$ cat src/rtl/counter_sweep_ctrl.sv
// counter_sweep_ctrl
//   Sequencer for an external up/down counter (load, enable, direction,
//   registered output). It runs one sweep per accepted command: single up
//   from lo to hi, single down from hi to lo, or ping-pong between lo and hi
//   for a programmable number of reversals. A programmable dwell inserts
//   idle cycles between steps. The registered counter value (cnt_val) is
//   watched to decide when to step, turn around or finish.
//
// Ports
//   clk, rst      clock (rising edge), asynchronous active-high reset
//   start, abort  command strobe (sampled in IDLE only) / cancel sweep
//   mode          00 single up, 01 single down, 10 ping-pong, 11 illegal
//   lo, hi        sweep bounds (inclusive)
//   dwell         extra idle cycles between steps (step period dwell+2)
//   laps          ping-pong reversals before done, 0 = until abort
//   cnt_val       registered counter output
//   cnt_load, cnt_load_val, cnt_en, cnt_up   counter controls
//   busy          high in every state except IDLE
//   done          one-cycle pulse on normal completion
//   err           one-cycle pulse on rejected command or bound violation
module counter_sweep_ctrl #(
   parameter int WIDTH   = 4,
   parameter int DWELL_W = 4,
   parameter int LAPS_W  = 8
) (
   input  logic               clk,
   input  logic               rst,
   input  logic               start,
   input  logic               abort,
   input  logic [1:0]         mode,
   input  logic [WIDTH-1:0]   lo,
   input  logic [WIDTH-1:0]   hi,
   input  logic [DWELL_W-1:0] dwell,
   input  logic [LAPS_W-1:0]  laps,
   input  logic [WIDTH-1:0]   cnt_val,
   output logic               cnt_load,
   output logic [WIDTH-1:0]   cnt_load_val,
   output logic               cnt_en,
   output logic               cnt_up,
   output logic               busy,
   output logic               done,
   output logic               err
);

   localparam logic [1:0] MODE_UP   = 2'b00;
   localparam logic [1:0] MODE_DOWN = 2'b01;
   localparam logic [1:0] MODE_PP   = 2'b10;
   localparam logic [1:0] MODE_BAD  = 2'b11;

   typedef enum logic [2:0] {
      S_IDLE  = 3'd0,
      S_LOAD  = 3'd1,
      S_CHECK = 3'd2,
      S_STEP  = 3'd3,
      S_WAIT  = 3'd4,
      S_DONE  = 3'd5
   } state_t;

   state_t               state_reg, state_next;

   // Command parameters captured on the accepted start cycle
   logic [1:0]           mode_reg;
   logic [WIDTH-1:0]     lo_reg;
   logic [WIDTH-1:0]     hi_reg;
   logic [DWELL_W-1:0]   dwell_reg;
   logic [LAPS_W-1:0]    laps_reg;        // remaining reversals
   logic [DWELL_W-1:0]   dwell_cnt_reg;
   logic                 cnt_up_reg;
   logic                 err_reg;

   logic                 cmd_bad;
   logic                 accept;
   logic                 reject;
   logic                 out_of_range;
   logic                 at_bound;
   logic                 is_pp;
   logic                 turn;
   logic                 last_lap;

   // Decode helpers shared by the next-state logic and the datapath
   always_comb begin
      cmd_bad      = (mode == MODE_BAD) || (lo > hi) ||
                     ((mode == MODE_PP) && (lo == hi));
      accept       = (state_reg == S_IDLE) && start && !abort && !cmd_bad;
      reject       = (state_reg == S_IDLE) && start && !abort && cmd_bad;
      out_of_range = (cnt_val < lo_reg) || (cnt_val > hi_reg);
      // End bound in the direction of travel; reaching it means no further
      // step may be issued in that direction, which is what prevents wraps.
      at_bound     = cnt_up_reg ? (cnt_val == hi_reg) : (cnt_val == lo_reg);
      is_pp        = (mode_reg == MODE_PP);
      turn         = (state_reg == S_CHECK) && !abort && !out_of_range &&
                     at_bound && is_pp;
      // laps_reg == 0 means endless; only a count of exactly one finishes
      last_lap     = (laps_reg == LAPS_W'(1));
   end

   // State register
   always_ff @(posedge clk or posedge rst) begin
      if (rst) begin
         state_reg <= S_IDLE;
      end else begin
         state_reg <= state_next;
      end
   end

   // Next-state logic; abort outranks everything outside IDLE
   always_comb begin
      state_next = state_reg;
      if (state_reg != S_IDLE && abort) begin
         state_next = S_IDLE;
      end else begin
         case (state_reg)
            S_IDLE: begin
               if (accept) state_next = S_LOAD;
            end
            S_LOAD: begin
               state_next = S_CHECK;
            end
            S_CHECK: begin
               if (out_of_range) begin
                  state_next = S_IDLE;
               end else if (at_bound) begin
                  if (!is_pp || last_lap) state_next = S_DONE;
                  else                    state_next = S_STEP;
               end else begin
                  state_next = S_STEP;
               end
            end
            S_STEP: begin
               if (dwell_reg == '0) state_next = S_CHECK;
               else                 state_next = S_WAIT;
            end
            S_WAIT: begin
               // Loaded with dwell (>=1) in STEP, so WAIT lasts dwell cycles
               if (dwell_cnt_reg <= DWELL_W'(1)) state_next = S_CHECK;
            end
            S_DONE: begin
               state_next = S_IDLE;
            end
            default: begin
               state_next = S_IDLE;
            end
         endcase
      end
   end

   // Datapath: captured command, direction, lap and dwell counters, err
   always_ff @(posedge clk or posedge rst) begin
      if (rst) begin
         mode_reg      <= MODE_UP;
         lo_reg        <= '0;
         hi_reg        <= '0;
         dwell_reg     <= '0;
         laps_reg      <= '0;
         dwell_cnt_reg <= '0;
         cnt_up_reg    <= 1'b1;
         err_reg       <= 1'b0;
      end else begin
         err_reg <= reject ||
                    ((state_reg == S_CHECK) && !abort && out_of_range);

         if (accept) begin
            mode_reg   <= mode;
            lo_reg     <= lo;
            hi_reg     <= hi;
            dwell_reg  <= dwell;
            laps_reg   <= laps;
            cnt_up_reg <= (mode != MODE_DOWN);
         end

         if (turn) begin
            cnt_up_reg <= ~cnt_up_reg;
            if (laps_reg != '0) laps_reg <= laps_reg - LAPS_W'(1);
         end

         if (state_reg == S_STEP && !abort) begin
            dwell_cnt_reg <= dwell_reg;
         end else if (state_reg == S_WAIT && !abort) begin
            dwell_cnt_reg <= dwell_cnt_reg - DWELL_W'(1);
         end else if (state_reg == S_IDLE) begin
            dwell_cnt_reg <= '0;
         end
      end
   end

   // Outputs. Strobes are gated by abort so an aborted cycle never moves
   // the counter or reports completion.
   always_comb begin
      cnt_load     = (state_reg == S_LOAD) && !abort;
      cnt_load_val = '0;
      if (state_reg == S_LOAD) begin
         cnt_load_val = cnt_up_reg ? lo_reg : hi_reg;
      end
      cnt_en = (state_reg == S_STEP) && !abort;
      cnt_up = cnt_up_reg;
      busy   = (state_reg != S_IDLE);
      done   = (state_reg == S_DONE) && !abort;
      err    = err_reg;
   end

endmodule

$ cat config.mk
export PLATFORM = sky130hd
export DESIGN_NAME = counter_sweep_ctrl
export DESIGN_NICKNAME = d
export VERILOG_FILES = /design/src/rtl/counter_sweep_ctrl.sv
export SDC_FILE = /design/constraint.sdc
export NUM_CORES = 1
export LEC_CHECK = 0
export ABC_AREA = 1
export CAP_MARGIN = 25
export CORE_UTILIZATION = 50
export CTS_BUF_LIST = sky130_fd_sc_hd__clkbuf_8
export DETAILED_ROUTE_END_ITERATION = 12
export DONT_BUFFER_PORTS = 1
export SYNTH_ARGS = -nofsm -noshare
export SYNTH_HDL_FRONTEND = slang
export SYNTH_SLANG_ARGS = --single-unit
$ cat constraint.sdc
create_clock -name clk -period 2 [get_ports clk]
set_clock_uncertainty 0.2 [all_clocks]
set_input_delay 0.4 -clock clk [delete_from_list [all_inputs] [get_ports clk]]
set_output_delay 0.4 -clock clk [all_outputs]
set_load 0.02 [all_outputs]
==> results of run 1 <==
cell type report:
| cell class | count | area (um2) | share of cell area |
|---|---|---|---|
| clock buffer | 5 | 68.8 | 0.0265 |
| inverter | 55 | 206 | 0.0794 |
| timing repair buffer | 27 | 225 | 0.0866 |
| multi-input combinational | 225 | 1240 | 0.479 |
| tap | 50 | 62.6 | 0.0241 |
| sequential | 31 | 777 | 0.299 |
| clock inverter | 3 | 15.0 | 0.00577 |
synth_stat cells, drive strengths merged:
cell and count:
nand3 16, nor2 43, nor3 2, dfstp 1, o21ai 16, o211ai 3, nor4 2, o221ai 1
nand4 11, dfrtp 30, nand2 90, clkinv 1, a21oi 16, xor2 5, ha 17, inv 54
o21bai 1, buf 6, o311ai 1
logic make-up after synthesis:
family	after synthesis	share of synthesized area
XOR/XNOR	5	0.0198
AND/OR/NAND/NOR	164	0.328
buffers and inverters	61	0.111
adder cells (fa/ha/maj)	17	0.0962
flip-flops	31	0.351
AO/OA/AOI/OAI	38	0.0939
where the power goes:
| part | switching [uW] | internal (uW) |
|---|---|---|
| logic | 1010 | 687 |
| clock network | 252 | 238 |
| registers | 211 | 891 |
per-stage QoR:
| step | total power [uW] | setup TNS (ps) | cells |
|---|---|---|---|
| after CTS | 3130 | 0 | 389 |
| after global placement | 2580 | 0 | 379 |
| after global routing | 3600 | -62.6 | 396 |
| final | 3290 | 0 | 396 |
| after floorplan | 2160 | 0 | 316 |
| after detailed placement | 2610 | 0 | 379 |
routing by layer:
metal | wire [um] | share of wire | up-vias
li1 | - | - | 1059
met1 | 2500 | 0.49 | 892
met2 | 2270 | 0.45 | 37
met3 | 224 | 0.044 | 9
met4 | 59 | 0.012 | 0
met5 | 0 | 0 | -
final timing paths:
check / startpoint / endpoint / slack [ps] / cells after the start
setup / recovery: state_reg[1] / done / 20 / 3
hold / removal: dwell[0] / dwell_reg[0] / 60 / 2
setup reg to reg: lo_reg[3] / laps_reg[2] / 120 / 9
hold reg to reg: mode_reg[0] / mode_reg[0] / 270 / 2
max in group asynchronous: rst / cnt_up / 830 / 3
min in group asynchronous: rst / dwell_reg[1] / 440 / 3
timing repair:
action	4_1_cts	5_1_grt
pin swaps	0	4
hold buffers	1	0
resized for setup	2	14
hold endpoints to repair	30	0
setup endpoints to repair	5	16
gates cloned	0	1
setup buffers	1	6
==> load_flow_metrics.sql, run 1 <==
INSERT INTO impl_metrics (metric_group, metric, value, unit) VALUES
('global_route', 'grt_pass1_wl', '7.99', 'mm'),
('final_layout', 'mostFrequentLayoutCell', 'nand2_1', ''),
('synthesis', 'post_synth.cell_area_avg', '7.00', 'um2'),
('global_route', 'top_usage_layer', 'met2', ''),
('global_route', 'met1_usage', '0.311', ''),
('synthesis', 'synth_largest_area_cell', 'dfrtp_1', ''),
('final_layout', 'layout_common_cells', 'nand2_1 (84), inv_1 (52), nor2_1 (36)', ''),
('global_route', 'grt.overflow.total', '0', ''),
('worst_setup_path', 'critical-path-slowest-cell', 'dfrtp_1', ''),
('place', 'hpwl', '3.74', 'mm'),
('die', 'die-area', '0.00469', 'mm2'),
('sta', 'final_critical_path_setup_slack', '20.5', 'ps'),
('power_and_ir_drop', 'pwr_density_cell', '1260', 'mW/mm2'),
('clock_network', 'cts.reportedPaths.clkPinSlew', '70', 'ps'),
('synthesis', 'ys_seq_area_frac', '0.351', ''),
('clock_network', 'tritoncts.num_buffers', '5', ''),
('clock_network', 'tritoncts', 'built', ''),
('synthesis', 'synth_top_cell_area_share', '0.339', ''),
('detailed_routing', 'detail_route.drc_violations', '0', ''),
('worst_setup_path', 'timing.critical_path.from_type', 'flop', ''),
('worst_setup_path', 'crit_chain', 'buf_4, nor4_1, buf_4', ''),
('clock_network', 'insertion_delay', '290', 'ps'),
('worst_setup_path', 'critPathCaptureType', 'output port', ''),
('synthesis', 'syn-cell-area', '0.00221', 'mm2'),
('detailed_routing', 'postRouteWirelength', '5.05', 'mm'),
('worst_setup_path', 'worst_path_largest_cell_delay', '420', 'ps'),
('worst_setup_path', 'critPathMostFrequentCell', 'buf_4', ''),
('sta', 'max_slew_violation_count', '0', ''),
('final_layout', 'antenna_cells_inserted', '0', ''),
('place', 'globalplace.congestion', '0.866', ''),
('clock_network', 'numClockSinks', '31', ''),
('die', 'io-pin-count', '40', ''),
('sta', 'crit_path_time_final', '1980', 'ps'),
('worst_setup_path', 'worst-endpoint-required', '1400', 'ps'),
('detailed_routing', 'final_ant_viol_nets', '0', ''),
('power_and_ir_drop', 'power_leakage', '0.00143', 'uW'),
('synthesis', 'netlist-cell-type-count', '30', ''),
('synthesis', 'postSynthRegisterBits', '31', ''),
('place', 'preCtsSetupSlack', '31.0', 'ps'),
('place', 'port-buffer-count', '0', ''),
('synthesis', 'synth_nets', '363', ''),
('sta', 'maxSlewHeadroom', '0.704', ''),
('detailed_routing', 'num_vias', '1997', ''),
('die', 'design.core.area', '0.00412', 'mm2'),
('global_route', 'grt_max_degree', '32', ''),
('sta', 'hold_violations', '0', ''),
('global_route', 'grt_util_all_layers', '0.232', ''),
('sta', 'worstMarginPinSlew', '439', 'ps'),
('final_layout', 'final_net_count', '392', ''),
('detailed_routing', 'vias_per_cell', '5.04', ''),
('final_layout', 'flip_flop_count_of_the_largest_register_all_copies_and_words_added', '8', ''),
('die', 'starting_density_of_the_core', '0.538', ''),
('sta', 'finalCritPeriodShare', '0.990', ''),
('die', 'die_width', '68.5', 'um'),
('run', 'max-cap-violations', '0', ''),
('global_route', 'gr-usage-met2', '0.371', ''),
('run_status', 'run_status', 'finished clean', ''),
('sta', 'final.hold.worst_slack', '56.7', 'ps'),
('clock_network', 'cts-htree-levels', '2', ''),
('synthesis', 'netlist_top_cells_area', 'dfrtp_1 (34%), nand2_1 (15%), ha_1 (9.6%), inv_1 (8.8%), nor2_1 (6.6%)', ''),
('final_layout', 'drive_gt1_frac', '0.168', ''),
('power_and_ir_drop', 'ir_worst_vdd', '0.534', 'mV'),
('final_layout', 'post_route_core_utilization', '0.632', ''),
('worst_setup_path', 'worstPathArrival', '1380', 'ps'),
('sta', 'max_freq', '505', 'MHz'),
('worst_setup_path', 'cp_max_fo', '3', ''),
('sta', 'grt_setup_unrepaired', 'true', ''),
('final_layout', 'areaGrowthSynthToFinish', '17.5', '%'),
('final_layout', 'final.fill_count', '388', ''),
('die', 'placement_rows', '23', ''),
('detailed_routing', 'detail_route.first_pass.iterations', '4', '');
(Power assumes the default switching activity.)
==> run 2, diff against run 1 <==
--- a/config.mk
+++ b/config.mk
@@ -11,6 +11,8 @@
 export CTS_BUF_LIST = sky130_fd_sc_hd__clkbuf_8
 export DETAILED_ROUTE_END_ITERATION = 12
 export DONT_BUFFER_PORTS = 1
+export PLACE_DENSITY_LB_ADDON = 0.3
+export RECOVER_POWER = 25
 export SYNTH_ARGS = -nofsm -noshare
 export SYNTH_HDL_FRONTEND = slang
 export SYNTH_SLANG_ARGS = --single-unit
==> run 2 against run 1 <==
Register-to-register slack lost 50 ps. Largest power group unchanged. First-iteration DRC count fell by 17%. Sequential power barely moved. Global-route usage grew 2.1 points. Non-clock buffer count unchanged. Combinational power up 14%. Sequential share of layout area down 1.5 points. Clock power up 32%. Largest cell class unchanged. Total power up 13%. Critical path depth grew 1.
==> load_flow_metrics.sql, run 2 (same netlist as run 1, synthesis figures left out) <==
INSERT INTO impl_metrics (metric_group, metric, value, unit) VALUES
('detailed_routing', 'vias_per_cell', '5.23', ''),
('place', 'hpwl', '3.83', 'mm'),
('clock_network', 'cts.reportedPaths.clkPinSlew', '70', 'ps'),
('worst_setup_path', 'worst-endpoint-required', '1400', 'ps'),
('detailed_routing', 'drt-initial-drc-count', '87', ''),
('worst_setup_path', 'cp_max_fo', '6', ''),
('min_path', 'type_of_the_most_critical_hold_path', 'input pin to flop', ''),
('sta', 'max_slew_violation_count', '0', ''),
('sta', 'hold_violations', '0', ''),
('final_layout', 'post_route_core_utilization', '0.664', ''),
('run', 'max-cap-violations', '0', ''),
('global_route', 'antenna_found_initial', '0', ''),
('worst_setup_path', 'worstPathArrival', '1370', 'ps'),
('final_layout', 'flip_flop_count_of_the_largest_register_all_copies_and_words_added', '8', ''),
('sta', 'finalCritPeriodShare', '0.987', ''),
('final_layout', 'final_net_count', '391', ''),
('sta', 'worstMarginPinSlew', '780', 'ps'),
('final_layout', 'final-instance-count-excl-fill', '395', ''),
('worst_setup_path', 'setup.worst_path.class', 'flop to output port', ''),
('power_and_ir_drop', 'pwr_density_cell', '1360', 'mW/mm2'),
('final_layout', 'mostFrequentLayoutCell', 'nand2_1', ''),
('sta', 'final.hold.worst_slack', '40.6', 'ps'),
('sta', 'grt_setup_unrepaired', 'true', ''),
('global_route', 'grt_util_all_layers', '0.253', ''),
('die', 'die-area', '0.00469', 'mm2'),
('run_status', 'run_status', 'finished clean', ''),
('final_layout', 'finish.instance_area', '0.00273', 'mm2'),
('clock_network', 'clock_tree_root_buffer_cell', 'clkbuf_8', ''),
('place', 'globalplace.congestion', '0.844', ''),
('global_route', 'grt_max_degree', '32', ''),
('detailed_routing', 'detail_route.drc_violations', '0', ''),
('power_and_ir_drop', 'ir_worst_vdd', '0.736', 'mV'),
('detailed_routing', 'detail_route.first_pass.iterations', '4', ''),
('min_path', 'min_delay_path_depth', '2', ''),
('clock_network', 'tritoncts.num_buffers', '5', ''),
('clock_network', 'insertion_delay', '280', 'ps'),
('worst_setup_path', 'number_of_cells_traversed_by_the_worst_register_to_register_path', '6', ''),
('die', 'starting_density_of_the_core', '0.538', ''),
('worst_setup_path', 'timing.critical_path.from_type', 'flop', ''),
('place', 'placed_cells_incl_taps', '377', ''),
('sta', 'maxSlewHeadroom', '0.480', ''),
('clock_network', 'cts_max_path_buffers', '2', ''),
('place', 'post_dp_cell_area', '0.00238', 'mm2'),
('detailed_routing', 'postRouteWirelength', '5.31', 'mm'),
('die', 'die_width', '68.5', 'um'),
('global_route', 'grt.overflow.total', '0', ''),
('detailed_routing', 'drt-wirelength-per-cell', '13.4', 'um'),
('place', 'port-buffer-count', '0', ''),
('clock_network', 'cts-htree-levels', '2', ''),
('global_route', 'grt_pass1_wl', '8.82', 'mm'),
('die', 'placement_rows', '23', ''),
('clock_network', 'numClockSinks', '31', ''),
('worst_setup_path', 'critPathCaptureType', 'output port', ''),
('final_layout', 'areaGrowthSynthToFinish', '23.6', '%'),
('die', 'die_h', '68.5', 'um'),
('detailed_routing', 'final_ant_viol_nets', '0', ''),
('detailed_routing', 'num_vias', '2064', ''),
('global_route', 'grt_pass1_vias', '2068', ''),
('final_layout', 'drive_gt1_frac', '0.229', ''),
('final_layout', 'layout_common_cells', 'nand2_1 (76), inv_1 (47), nor2_1 (35)', ''),
('final_layout', 'final.fill_count', '359', ''),
('die', 'io-pin-count', '40', ''),
('clock_network', 'tritoncts', 'built', ''),
('sta', 'crit_path_time_final', '1970', 'ps'),
('die', 'design.core.area', '0.00412', 'mm2'),
('sta', 'max_freq', '507', 'MHz'),
('sta', 'finalSetupTns', '0', 'ps'),
('final_layout', 'antenna_cells_inserted', '0', ''),
('worst_setup_path', 'regToRegSetupSlack', '70', 'ps'),
('power_and_ir_drop', 'power_leakage', '0.00145', 'uW'),
('sta', 'setup_viol', '0', '');
run 2: cell types whose count changed in the layout (fill, tap and decap cells not counted), moves of 2 or more:
| cell | before | now |
|---|---|---|
| inv_2 | 2 | 7 |
| ha_1 | 17 | 12 |
| nand2_1 | 84 | 76 |
| ha_4 | 0 | 5 |
| o21ai_0 | 8 | 10 |
| nand2_2 | 6 | 13 |
| inv_1 | 52 | 47 |
| clkinv_2 | 3 | 1 |
| o21ai_1 | 8 | 6 |
run 2: worst paths after layout:
kind,from,to
setup / recovery,cnt_up,cnt_load_val[2]
hold / removal,hi[0],hi_reg[0]
setup reg to reg,state_reg[1],hi_reg[3]
hold reg to reg,mode_reg[0],mode_reg[0]
max in group asynchronous,rst,laps_reg[2]
min in group asynchronous,rst,state_reg[1]
run 2: metrics by stage:
step | setup slack (ps) | total power, uW
2_1_floorplan | 183 | 2160
3_3_place_gp | 11.8 | 2560
3_5_place_dp | -76.1 | 2610
4_1_cts | 6.76 | 3310
5_1_grt | -83.9 | 4020
6_report | 27.0 | 3710
run 2: per-layer routing:
metal,vias to the layer above,track usage,wire length (um)
met1,957,0.300,2330
li1,1056,-,-
met3,6,0.0461,237
met4,0,0.0573,50
met5,-,0,0
met2,45,0.467,2690
run 2: timing repair:
item / in CTS / in global routing
setup endpoints to repair: 1 / 16
resized for setup: 0 / 39
hold endpoints to repair: 30 / 0
hold buffers: 1 / 0
pin swaps: 0 / 15
buffers inserted: 2 / 7
run 2: critical path, cell delays in order (launching register included):
cell and delay (ps):
dfstp_2 600, buf_4 140, nand2_1 60, a21oi_2 140, buf_4 150
run 2: power by group:
| group | total [uW] | internal, uW | leakage [uW] | switching [uW] |
|---|---|---|---|---|
| Sequential | 1130 | 891 | 0.000380 | 236 |
| Clock | 647 | 403 | 0.0000612 | 244 |
| Combinational | 1940 | 822 | 0.00101 | 1120 |
run 2: final cells by class:
class                           instances  area [um2]  share of cell area
Sequential cell                        31         777               0.284
Timing Repair Buffer                   27         223              0.0815
Clock buffer                            6        82.6              0.0302
Inverter                               55         206              0.0755
Multi-Input combinational cell        224        1350               0.493
Clock inverter                          2        35.0              0.0128
Tap cell                               50        62.6              0.0229
